[config.mk]
export PLATFORM = sky130hd
export DESIGN_NAME = id_dispatch
export DESIGN_NICKNAME = d
export VERILOG_FILES = /design/src/rtl/id_dispatch.sv
export SDC_FILE = /design/constraint.sdc
export NUM_CORES = 1
export LEC_CHECK = 0
export CAP_MARGIN = 15
export CELL_PAD_IN_SITES_DETAIL_PLACEMENT = 0
export CELL_PAD_IN_SITES_GLOBAL_PLACEMENT = 2
export CORE_MARGIN = 2
export CORE_UTILIZATION = 21
export DETAILED_ROUTE_END_ITERATION = 8
export PLACE_DENSITY_LB_ADDON = 0.05
export SYNTH_ARGS = -nofsm -noshare
export SYNTH_HDL_FRONTEND = slang
export SYNTH_SLANG_ARGS = --single-unit
[constraint.sdc]
create_clock -name CLK -period 3.5 [get_ports CLK]
set_input_delay 1.05 -clock CLK [delete_from_list [all_inputs] [get_ports CLK]]
set_output_delay 1.05 -clock CLK [all_outputs]
set_load 0.01 [all_outputs]
[src/rtl/id_dispatch.sv]
`default_nettype none
// ============================================================================
//  Module      : id_dispatch
//  Description : Dispatch stage behind the instruction-decode queue. Pops the
//                queue head when ROB/LSQ credits and the output slot allow,
//                stamps an in-order ROB tag and holds the instruction in a
//                registered valid/ready slot toward the issue queue.
//                Optional build macro ID_DISPATCH_STATS_EN adds three
//                saturating stall-cause counters (stall_rob/stall_lsq/stall_iq).
//  Revision    : 1.0 - initial release
// ============================================================================
module id_dispatch #(
    parameter int ROB_PTR  = 4,
    parameter int LSQ_SIZE = 8,
    parameter int ENTRY_W  = 96
) (
    input  logic                      CLK,
    input  logic                      RESET,
    input  logic                      FREEZE,
    input  logic                      mispredict,
    input  logic                      flush_fCOM,
    input  logic                      idq_empty,
    input  logic [ENTRY_W-1:0]        idq_data,
    output logic                      idq_read,
    output logic                      disp_valid,
    output logic [ENTRY_W-1:0]        disp_data,
    output logic [ROB_PTR-1:0]        disp_tag,
    input  logic                      disp_ready,
    input  logic                      rob_release,
    input  logic                      lsq_release,
    output logic [ROB_PTR:0]          rob_credits,
    output logic [$clog2(LSQ_SIZE):0] lsq_credits
`ifdef ID_DISPATCH_STATS_EN
    ,
    output logic [31:0]               stall_rob,
    output logic [31:0]               stall_lsq,
    output logic [31:0]               stall_iq
`endif
);

    localparam int                LSQ_CW     = $clog2(LSQ_SIZE) + 1;
    localparam logic [ROB_PTR:0]  C_ROB_FULL = {1'b1, {ROB_PTR{1'b0}}};
    localparam logic [ROB_PTR:0]  C_ROB_ONE  = (ROB_PTR+1)'(1);
    localparam logic [LSQ_CW-1:0] C_LSQ_FULL = LSQ_CW'(LSQ_SIZE);
    localparam logic [LSQ_CW-1:0] C_LSQ_ONE  = LSQ_CW'(1);
    localparam logic [ROB_PTR-1:0] C_TAG_ONE = ROB_PTR'(1);

    // Bit 70 marks a memory op; bit 11 (writes-register) only rides along.
    localparam int C_MEM_BIT = 70;

    logic                r_disp_valid;
    logic [ENTRY_W-1:0]  r_disp_data;
    logic [ROB_PTR-1:0]  r_disp_tag;
    logic [ROB_PTR-1:0]  r_next_tag;
    logic [ROB_PTR:0]    r_rob_credits;
    logic [LSQ_CW-1:0]   r_lsq_credits;

    logic w_flush;
    logic w_slot_free;
    logic w_is_mem;
    logic w_rob_ok;
    logic w_lsq_ok;
    logic w_pop;
    logic w_lsq_take;

    assign w_flush     = mispredict | flush_fCOM;
    assign w_slot_free = !r_disp_valid || disp_ready;
    assign w_is_mem    = idq_data[C_MEM_BIT];
    assign w_rob_ok    = (r_rob_credits != '0);
    assign w_lsq_ok    = !w_is_mem || (r_lsq_credits != '0);
    assign w_pop       = !FREEZE && !w_flush && !idq_empty && w_slot_free
                         && w_rob_ok && w_lsq_ok;
    assign w_lsq_take  = w_pop && w_is_mem;

    // Pop strobe is forced low while reset is held so the queue never drains.
    assign idq_read    = w_pop && RESET;
    assign disp_valid  = r_disp_valid;
    assign disp_data   = r_disp_data;
    assign disp_tag    = r_disp_tag;
    assign rob_credits = r_rob_credits;
    assign lsq_credits = r_lsq_credits;

    // Output slot and in-order tag counter: load on pop, drain on accept.
    always_ff @(posedge CLK or negedge RESET) begin
        if (!RESET) begin
            r_disp_valid <= 1'b0;
            r_disp_data  <= '0;
            r_disp_tag   <= '0;
            r_next_tag   <= '0;
        end else if (w_flush) begin
            r_disp_valid <= 1'b0;
            r_next_tag   <= '0;
        end else if (!FREEZE) begin
            if (w_pop) begin
                r_disp_valid <= 1'b1;
                r_disp_data  <= idq_data;
                r_disp_tag   <= r_next_tag;
                r_next_tag   <= r_next_tag + C_TAG_ONE;
            end else if (disp_ready) begin
                r_disp_valid <= 1'b0;
            end
        end
    end

    // ROB credits: pop consumes, release returns; saturate at full.
    always_ff @(posedge CLK or negedge RESET) begin
        if (!RESET) begin
            r_rob_credits <= C_ROB_FULL;
        end else if (w_flush) begin
            r_rob_credits <= C_ROB_FULL;
        end else if (!FREEZE) begin
            case ({w_pop, rob_release})
                2'b10:   r_rob_credits <= r_rob_credits - C_ROB_ONE;
                2'b01:   if (r_rob_credits != C_ROB_FULL)
                             r_rob_credits <= r_rob_credits + C_ROB_ONE;
                default: r_rob_credits <= r_rob_credits;
            endcase
        end
    end

    // LSQ credits: only memory ops consume; saturate at capacity.
    always_ff @(posedge CLK or negedge RESET) begin
        if (!RESET) begin
            r_lsq_credits <= C_LSQ_FULL;
        end else if (w_flush) begin
            r_lsq_credits <= C_LSQ_FULL;
        end else if (!FREEZE) begin
            case ({w_lsq_take, lsq_release})
                2'b10:   r_lsq_credits <= r_lsq_credits - C_LSQ_ONE;
                2'b01:   if (r_lsq_credits != C_LSQ_FULL)
                             r_lsq_credits <= r_lsq_credits + C_LSQ_ONE;
                default: r_lsq_credits <= r_lsq_credits;
            endcase
        end
    end

`ifdef ID_DISPATCH_STATS_EN
    logic        w_stat_en;
    logic [31:0] r_stall_rob;
    logic [31:0] r_stall_lsq;
    logic [31:0] r_stall_iq;

    assign w_stat_en = !idq_empty && !w_flush && !FREEZE;
    assign stall_rob = r_stall_rob;
    assign stall_lsq = r_stall_lsq;
    assign stall_iq  = r_stall_iq;

    // Attribute each blocked cycle to its first cause only; flush leaves counts.
    always_ff @(posedge CLK or negedge RESET) begin
        if (!RESET) begin
            r_stall_rob <= '0;
            r_stall_lsq <= '0;
            r_stall_iq  <= '0;
        end else if (w_stat_en) begin
            if (!w_rob_ok) begin
                if (r_stall_rob != '1) r_stall_rob <= r_stall_rob + 32'd1;
            end else if (!w_lsq_ok) begin
                if (r_stall_lsq != '1) r_stall_lsq <= r_stall_lsq + 32'd1;
            end else if (!w_slot_free) begin
                if (r_stall_iq != '1)  r_stall_iq  <= r_stall_iq + 32'd1;
            end
        end
    end
`endif

endmodule
`default_nettype wire
# After elaboration in Yosys (flattened, before gate mapping)
# Index checks and enable logic that the tools add are counted.
# word_totals
regBits	114
latchBits	0
ramBits	0
mem_bits_ro	0
in_bits	105
output_inout_bits	111
wordCells	63
n_memories	0
# op_classes
addsub	5
mul	0
div	0
magnitude_cmp	0
n_eq_ne	9
n_shift	0
n_mux	15
n_bitwise	3
reduce_logical	25
# op_table
op	n
4-bit 2-to-1 mux	6
5-bit 2-to-1 mux	3
5-bit case mux with 2 select lines	1
3-bit AND reduction	3
3-bit nonzero test	3
4-bit by 1-bit adder with 4-bit output, second input constant	2
4-bit case mux with 2 select lines	1
1-bit logical AND	7
3-bit != test, second input constant	2
5-bit by 1-bit adder with 5-bit output, second input constant	1
1-bit logical NOT	5
5-bit != test, second input constant	1
5-bit nonzero test	1
5-bit by 1-bit subtractor with 5-bit output, second input constant	1
2-bit by 1-bit == test with 1-bit output, second input constant	2
2-bit == test, second input constant	2
1-bit 2-to-1 mux	4
4-bit != test, second input constant	1
2-bit AND reduction	2
4-bit nonzero test	1
4-bit by 1-bit subtractor with 4-bit output, second input constant	1
1-bit logical OR	2
2-bit by 1-bit != test with 1-bit output, second input constant	1
1-bit NOT	2
other kinds (2)	2

# Logic depth before layout (Yosys ltp)
# Gate-level depths: netlist of the first run.
# depth
depth_word	12
ltp_mapped	12
mapped_depth_nobuf	11

# Least setup slack after synthesis of the first run
# OpenSTA, ideal clock, no wires.
# synth_timing
path_kind	input to output
from	input flush_fCOM
to	output idq_read
arrival_ns	2.530
t_required_ns	2.450
setup_slack_ns	-0.080
stages	5
n_path_buf	1
cell_sequence	or4_1 -> a211o_1 -> nor2_1 -> clkbuf_1 -> and2_1
# synth_via
elab_chain_len	8
# synth_lines
element	line_no	text
from (decl)	21	input logic flush_fCOM,
1-bit OR	66	assign w_flush = mispredict | flush_fCOM;
1-bit logical NOT	71	assign w_pop = !FREEZE && !w_flush && !idq_empty && w_slot_free
1-bit logical AND (3 in series)	71	
1-bit logical AND (2 in series)	72	&& w_rob_ok && w_lsq_ok;
1-bit logical AND	76	assign idq_read = w_pop && RESET;
to (decl)	24	output logic idq_read,
# Every way passes these cells.

# Worst setup path after layout of the first run
# layout_timing
from	input idq_empty
to	output idq_read
# layout_via
elab_chain_len	6
# layout_lines
element	line_no	text
from (decl)	22	input logic idq_empty,
1-bit logical NOT	71	
1-bit logical AND (2 in series)	71	
1-bit logical AND (2 in series)	72	
1-bit logical AND	76	
# Every way passes these cells.

==> metrics.yaml, run 1 <==
sta:
  tightestPinTransition_ns: 0.841
  rsz0062_at_grt: "no"
  period_minus_slack_ns: 3.40
  setup_viol: 0
  finalHoldViolations: 0
  finClkSkew_ns: 0.00871
  fin_crit_sh_pct: 97.2
  maxSlewHeadroom_pct: 43.9
  finalMaxSlewViolations: 0
  fmax_mhz: 294
floorplanning:
  die_h_um: 154
  coreArea_um2: 22400
  die_area_um2: 23800
  ioPinCount: 216
  initial_core_util_pct: 21.2
  rows: 55
  fp.dieW_um: 154
power_and_ir_drop:
  leakage_nw: 3.82
  power_density_nw_per_um2: 548
  ir_worst_vdd_mv: 0.275
placed_design:
  portBuffers: 215
  place_inst: 1038
  hpwlAfterDp_mm: 10.5
  place_congestion: 0.736
  place_area_um2: 7360
global_routing:
  grt_pass1_wl_mm: 24.5
  grt_use_met3_pct: 5.94
  grtUsageTotal_pct: 13.3
  grt.overflow.total: 0
  antenna_found_initial: 0
  grt_max_degree: 104
  grt_pass1_vias: 4365
  grt.busiest_layer: "met2"
  use_met1_pct: 15.8
  met2_usage_pct: 22.0
synth:
  synth_top_area_share_pct: 59.0
  dominantRegCellSynth: "dfrtp_1"
  synth.mux.area_fraction_pct: 1.05
  synthDistinctLibCells: 39
  synth_edf_count: 0
  synth_fp_nets: 651
  synth-xor-area-share_pct: 1.29
  synth_cells: 538
  synthSimpleGateAreaFrac_pct: 28.2
  yosys.area_share.adder_pct: 2.27
  synth-compound-area-share_pct: 4.24
  synth_top_family_by_area: "simple AND/OR/NAND/NOR gates"
  synthesis.area_um2: 4750
  synth_largest_area_cell: "dfrtp_1"
  synthTopCellsByArea: "dfrtp_1, nand2_1, ha_1"
  syn_avg_cell_area_um2: 8.83
  synth_seq_cells: 114
  synth_async_sr_flop_share_pct: 100
  yosysSeqAreaShare_pct: 60.1
  synth_warnings: 0
hold_path:
  hp-start: "disp_data[16]"
  hold_end: "disp_data[16]"
  hold_path_class: "flop to flop"
  min_path_cells: 2
job:
  cap_violations: 0
routing:
  drtIter0Drc: 182
  wl_per_cell_um: 14.4
  finalWirelength_mm: 15.4
  vias: 4297
  dr.pass1.iters: 4
  via_per_inst: 4.02
  route.detailed.drc: 0
  antenna_left: 0
final_layout:
  final_cell_area_um2: 7940
  areaGrowthSynthToFinish_pct: 67.1
  fin_cells: 1070
  final_nets: 887
  drive_above_1_share_pct: 9.68
  diodes: 0
setup_path:
  r2r_start: "rob_credits[0]"
  r2r_cells: 13
  arrival_ns: 2.35
  r2r-end: "lsq_credits[3]"
  worst_setup_path_start_kind: "input pin"
  crit_required_ns: 2.45
  r2r_setup_slack_ns: 0.64
  worst_setup_path_end_kind: "primary output"
  crit_fanout: 2
  crit_type: "input pin to primary output"
clock_tree:
  clkSinkCount: 114
  cts_tree: "built"
  cts_hold_buf: 0
  cts_buffers: 17
  clk_pin_slew_ns: 0.06
  clk_latency_ns: 0.40
  ctsLongestPathBuffers: 2
  htree_levels: 4
  clockRootBuffer: "clkbuf_16"
outcome:
  run_status: "completed"
==> power breakdown <==
group	leakage, nW	total, mW	switching, mW	internal, mW
Sequential	1.45	1.68	0.127	1.56
Combinational	2.10	1.05	0.441	0.606
Clock	0.264	1.62	0.618	1.00
Total	3.82	4.35	1.19	3.16
==> per-stage QoR <==
stage / utilization, % / total power [mW] / hold WS, ns / worst slack [ns] / TNS, ns
after global routing: 35.4 / 4.60 / 0.494 / 0.00807 / 0
after floorplan: - / 2.03 / 0.471 / 0.0461 / 0
after detailed placement: 32.8 / 2.77 / 0.461 / -0.815 / -22.40
after global placement: 32.8 / 2.76 / 0.458 / -0.850 / -24.20
after CTS: 35.2 / 4.44 / 0.474 / 0.0287 / 0
final: 35.4 / 4.35 / 0.472 / 0.0986 / 0
==> repair_timing <==
action | CTS | global route
endpoints found under the setup margin | 5 | 1
pin swaps | 4 | 1
resized for setup | 21 | 2
setup buffers | 1 | 0
==> metal layers <==
| metal | vias up | wire length, µm |
|---|---|---|
| met5 | - | 0 |
| met4 | 0 | 158 |
| met3 | 10 | 1300 |
| met2 | 127 | 7550 |
| met1 | 2019 | 6440 |
| li1 | 2141 | - |
==> cell families (layout without fill, tap and decap cells) <==
logic type,Yosys count,count (layout)
fa+ha+maj,8,8
mux,5,5
compound gates,29,29
simple gates,343,343
xor+xnor,7,7
flops,114,114
buf+inv,32,279
==> synthesized netlist by cell type (2+ instances only) <==
cell type,number
o21ai_0,8
or3_1,3
nand2_1,311
nor3b_1,2
and2_1,2
nor3_1,2
xnor2_1,5
mux2i_1,5
nand3_1,4
or2_2,3
ha_1,7
xor2_1,2
buf_2,10
nor2_1,11
a31oi_1,2
dfstp_2,2
clkbuf_1,14
a21oi_1,7
dfrtp_1,112
inv_1,7
==> flip-flops by register name, summed over array words and instances (netlist names) <==
register and count:
disp_valid 1, rob_credits 5, disp_data 96, r_next_tag 4, disp_tag 4, lsq_credits 4
==> layout by cell type (no fill, tap or decap), types with 3 or more instances in the layout <==
cell type and n:
clkbuf_16 17, clkinvlp_4 3, or3_1 3, ha_1 7, mux2i_1 5, buf_2 3, o21ai_0 8, xnor2_1 5
nand3_1 4, nand2_1 311, buf_4 26, dfrtp_1 112, a21oi_1 6, clkdlybuf4s50_1 209, nor2_1 10, inv_1 7
clkinv_2 5
==> worst max-delay path, cell delays in order <==
cell	delay, ns
buf_2	0.10
or4_4	0.52
a211o_1	0.29
nor2_4	0.12
and2_4	0.15
buf_6	0.11
==> final cells by class <==
class                           instances  area, µm²
Fill cell                            2306      14500
Sequential cell                       114       2860
Timing Repair Buffer                  242       2370
Multi-Input combinational cell        392       1790
Clock buffer                           20        457
Tap cell                              285        357
Clock inverter                         10       86.3
Inverter                                7       26.3
==> how the worst max path moves through the flow <==
stage	from	endpoint
floorplan	flush_fCOM	idq_read
global placement	FREEZE	idq_read
detailed placement	FREEZE	idq_read
CTS	idq_empty	idq_read
global route	idq_empty	lsq_credits[3]
finish	idq_empty	idq_read
Power figures use the tool's default switching activity.
==> run 2, diff against run 1 <==
PLACE_DENSITY = 0.8   (was default)
PLACE_DENSITY_LB_ADDON = default   (was 0.05)
SLEW_MARGIN = 0   (was default)
==> run 2 against run 1 <==
Compared with the run above:
- flip-flop and latch count stayed put
- critical path depth stayed put
- wire length is 6.8% lower
- clock skew hardly changed
- count of clock-buffer cells in the layout is 3 higher
- sequential share of layout area is 0.35 points lower
- largest cell class unchanged
- first-iteration DRC count is 2.2% higher
- utilization is 0.35 points higher
- hold slack worse by 0.0024 ns
==> metrics.yaml, run 2 (synthesis gave the netlist of run 1 again) <==
sta:
  finClkSkew_ns: 0.00912
  finalHoldViolations: 0
  fmax_mhz: 294
  setup_viol: 0
  maxSlewHeadroom_pct: 47.4
  fin_crit_sh_pct: 97.2
  period_minus_slack_ns: 3.40
  finalMaxSlewViolations: 0
  rsz0062_at_grt: "no"
  setup_tns_ns: 0
  tightestPinTransition_ns: 0.789
  timing.hold.ws_ns: 0.470
floorplanning:
  fp.dieW_um: 154
  ioPinCount: 216
  coreArea_um2: 22400
  initial_core_util_pct: 21.2
  rows: 55
  die_area_um2: 23800
  die_h_um: 154
global_routing:
  grt_pass1_wl_mm: 23.2
  grt_pass1_vias: 4350
  grt_max_degree: 62
  grtUsageTotal_pct: 12.3
  antenna_found_initial: 1
  grt.overflow.total: 0
placed_design:
  portBuffers: 215
  hpwlAfterDp_mm: 9.69
  place_area_um2: 7390
  place_congestion: 0.685
routing:
  wl_per_cell_um: 13.4
  antenna_left: 0
  via_per_inst: 3.96
  drtIter0Drc: 186
  vias: 4248
  finalWirelength_mm: 14.4
  route.detailed.drc: 0
  dr.pass1.iters: 4
setup_path:
  cpMaxStageDelayCell: "or4_4"
  worst_setup_path_start_kind: "input pin"
  crit_family: "simple AND/OR/NAND/NOR gates"
  r2r_cells: 11
  cp.depth: 6
  r2r-end: "lsq_credits[3]"
  crit_fanout: 2
  cp_cell_sequence: "buf_2 > or4_4 > a211o_1 > nor2_4 > and2_4 > buf_6"
  crit_type: "input pin to primary output"
  crit_required_ns: 2.45
  worst_setup_path_end_kind: "primary output"
  r2r_start: "rob_credits[0]"
  path_buf_inv: 2
  arrival_ns: 2.35
  r2r_setup_slack_ns: 0.76
  cpPeakStageDelay_ns: 0.54
power_and_ir_drop:
  p_sw_mw: 1.17
  ir_worst_vdd_mv: 0.271
  internal-power_mw: 3.39
  pwr-share-clk_pct: 40.6
  pwr-share-comb_pct: 22.6
  leakage_nw: 3.86
  swShare_pct: 25.7
  seq_power_share_pct: 36.8
  total_power_mw: 4.57
  power_density_nw_per_um2: 570
clock_tree:
  cts_hold_buf: 0
  postCtsSetupBuffers: 0
  cts_tree: "built"
  clkSinkCount: 114
  htree_levels: 4
  cts_buffers: 17
  clk_latency_ns: 0.41
  ctsLongestPathBuffers: 2
  clk_pin_slew_ns: 0.06
  clockRootBuffer: "clkbuf_16"
hold_path:
  min_path_cells: 2
  hold_end: "disp_data[61]"
  hp-start: "disp_data[61]"
  hold_path_class: "flop to flop"
final_layout:
  final_nets: 887
  largest_reg_flops: 96
  areaGrowthSynthToFinish_pct: 68.8
  final_cell_mix: "nand2_1, clkdlybuf4s50_1, dfrtp_1, buf_4, clkbuf_16"
  final_cell_area_um2: 8020
  drive_above_1_share_pct: 9.67
  final_common_cell: "nand2_1"
  fill_cells: 2326
outcome:
  run_status: "completed"
job:
  cap_violations: 0
-- run 2: layout make-up --
type	count	area [µm²]	area share (%)
tap	285	357	4.45
sequential	114	2860	35.6
antenna	1	2.50	0.0312
clock inverter	8	124	1.54
multi-input combinational	392	1780	22.2
clock buffer	23	508	6.34
timing repair buffer	242	2370	29.5
inverter	7	26.3	0.328
-- run 2: metrics by stage --
stage,utilization (%),std cells,worst slack [ns]
finish,35.7,1072,0.0985
global route,35.7,1071,0.0276
CTS,35.7,1071,0.0338
detailed placement,32.9,1040,-0.767
global placement,32.9,1040,-0.754
floorplan,-,538,0.0461
-- run 2: worst register-to-register path: stages, from the launching register on --
cell and delay (ns):
dfrtp_1 0.45, nor4_1 0.50, a211o_1 0.27, buf_4 0.16
or3_1 0.12, nand2_1 0.08, ha_1 0.28, a21o_1 0.17
a21oi_1 0.17, nor3b_1 0.21, o21bai_1 0.11, mux2i_1 0.15
-- run 2: what timing repair did --
action,4_1_cts,5_1_grt
pin swaps,4,1
endpoints found under the setup margin,6,4
gates resized for setup,21,1
hold endpoints to repair,0,0
-- run 2: worst max-delay path by stage --
stage               startpoint       end  slack [ns]
global route         idq_empty  idq_read        0.03
detailed placement  flush_fCOM  idq_read       -0.77
global placement    flush_fCOM  idq_read       -0.75
finish               idq_empty  idq_read         0.1
CTS                  idq_empty  idq_read        0.03
floorplan           flush_fCOM  idq_read        0.05
-- run 2: metal layers --
layer	share of wire (%)	GRT usage (%)	vias up
met5	0	0	-
met4	0.83	3.31	0
met3	8.5	5.49	9
met2	44	19.4	134
met1	47	15.4	1958
li1	-	-	2147
-- run 2: power by group through the flow --
| stage | Sequential [mW] | Combinational [mW] | Clock, mW |
|---|---|---|---|
| 3_5_place_dp | 1.70 | 1.05 | 0 |
| 4_1_cts | 1.68 | 1.05 | 1.92 |
| 2_1_floorplan | 1.81 | 0.215 | 0 |
| 5_1_grt | 1.71 | 1.14 | 1.98 |
| 3_3_place_gp | 1.69 | 1.05 | 0 |
| 6_report | 1.68 | 1.03 | 1.85 |
==> run 3, diff against run 2 <==
CORE_ASPECT_RATIO = 0.5   (was default)
CTS_BUF_LIST = sky130_fd_sc_hd__clkbuf_16   (was default)
==> run 3 against run 2 <==
Compared with the run above:
- clock skew shrank 0.0030 ns
- clock power shrank 3%
- register-to-register slack lost 0.11 ns
==> metrics.yaml, run 3 (synthesis gave the netlist of run 1 again) <==
outcome:
  run_status: "completed"
sta:
  finClkSkew_ns: 0.00610
  tightestPinTransition_ns: 1.13
  finalWorstSetupSlack_ns: 0.0748
  finalHoldViolations: 0
  fin_crit_sh_pct: 97.9
  rsz0062_at_grt: "no"
  setup_viol: 0
  maxSlewHeadroom_pct: 24.8
  fmax_mhz: 292
  period_minus_slack_ns: 3.43
  finalMaxSlewViolations: 0
final_layout:
  final_cell_mix: "nand2_1, clkdlybuf4s50_1, dfrtp_1, buf_4, clkbuf_16"
  final_nets: 885
  drive_above_1_share_pct: 8.79
  diodes: 0
  largest_reg_flops: 96
  final_common_cell: "nand2_1"
  areaGrowthSynthToFinish_pct: 68.4
floorplanning:
  die_area_um2: 23900
  fp.dieW_um: 217
  ioPinCount: 216
  initial_core_util_pct: 21.7
  coreArea_um2: 21900
  rows: 38
  die_h_um: 110
power_and_ir_drop:
  ir_worst_vdd_mv: 0.371
  internal-power_mw: 3.33
  pwr-share-comb_pct: 23.2
  leakage_nw: 3.85
  p_sw_mw: 1.18
  seq_power_share_pct: 37.2
  pwr-share-clk_pct: 39.6
  power_density_nw_per_um2: 565
  total_power_mw: 4.52
  swShare_pct: 26.2
setup_path:
  crit_type: "input pin to primary output"
  crit_fanout: 2
  arrival_ns: 2.38
  worst_setup_path_start_kind: "input pin"
  crit_required_ns: 2.45
  worst_setup_path_end_kind: "primary output"
routing:
  dr.pass1.iters: 6
  wl_per_cell_um: 14.0
  drtIter0Drc: 196
  route.detailed.drc: 0
  vias: 4252
  via_per_inst: 3.92
  finalWirelength_mm: 15.2
  antenna_left: 0
job:
  cap_violations: 0
placed_design:
  hpwlAfterDp_mm: 10.8
  place_congestion: 0.741
  portBuffers: 215
  post-place-ws_ns: -0.728
global_routing:
  grtUsageTotal_pct: 12.7
  grt.overflow.total: 0
  grt_pass1_vias: 4116
  grt_pass1_wl_mm: 23.1
  antenna_found_initial: 0
  grt_max_degree: 104
clock_tree:
  htree_levels: 4
  clk_latency_ns: 0.41
  cts_hold_buf: 0
  cts_buffers: 17
  ctsLongestPathBuffers: 2
  clockRootBuffer: "clkbuf_16"
  cts_tree: "built"
  clkSinkCount: 114
  clk_pin_slew_ns: 0.05
hold_path:
  hold_path_class: "flop to flop"
## run 3: area by class of cell
class	count	area [µm²]
Fill cell	2209	13900
Sequential cell	114	2860
Timing Repair Buffer	240	2360
Multi-Input combinational cell	392	1780
Clock buffer	17	425
Tap cell	300	375
Clock inverter	15	175
Inverter	7	26.3
## run 3: critical path, cell delays in order
cell	delay, ns
dlygate4sd2_1	0.24
or4_4	0.41
a211o_1	0.29
nor2_4	0.12
and2_4	0.15
buf_6	0.11
## run 3: power by group through the flow
stage	registers, mW	logic [mW]	clock network (mW)
2_1_floorplan	1.81	0.215	0
6_report	1.68	1.05	1.79
3_3_place_gp	1.69	1.06	0
5_1_grt	1.71	1.14	1.90
3_5_place_dp	1.70	1.07	0
4_1_cts	1.68	1.07	1.84
## run 3: path summary, 6_finish.rpt
kind | startpoint | end | slack [ns] | depth (start not counted)
max reg2reg | rob_credits[1] | lsq_credits[3] | 0.65 | 12
max in group asynchronous | RESET | disp_data[28] | 1.39 | 3
min reg2reg | disp_data[93] | disp_data[93] | 0.47 | 2
min in group asynchronous | RESET | r_next_tag[0] | 0.73 | 2
min | disp_data[93] | disp_data[93] | 0.47 | 2
max | FREEZE | idq_read | 0.07 | 6
## run 3: routing by layer
metal | part of all wire [%] | vias up | wire length, µm | track usage, %
met1 | 43 | 2035 | 6570 | 15.3
met2 | 53 | 51 | 8040 | 22.5
met3 | 2.3 | 17 | 344 | 2.91
met5 | 0 | - | 0 | 0
met4 | 1.7 | 0 | 252 | 4.75
li1 | - | 2149 | - | -
## run 3: timing repair
item	CTS	global route
buffers inserted	0	0
gates resized for setup	19	0
pin swaps	4	1
endpoints found under the setup margin	2	1
## run 3: per-stage QoR
stage | util, % | TNS (ns) | cells | hold slack, ns | area, µm²
after floorplan | - | 0 | 538 | 0.471 | 4750
after global placement | 33.8 | -13.97 | 1053 | 0.457 | 7400
after detailed placement | 33.8 | -16.96 | 1053 | 0.461 | 7400
after CTS | 36.5 | 0 | 1085 | 0.474 | 8000
after global routing | 36.5 | 0 | 1085 | 0.491 | 8000
final | 36.5 | 0 | 1085 | 0.470 | 8000
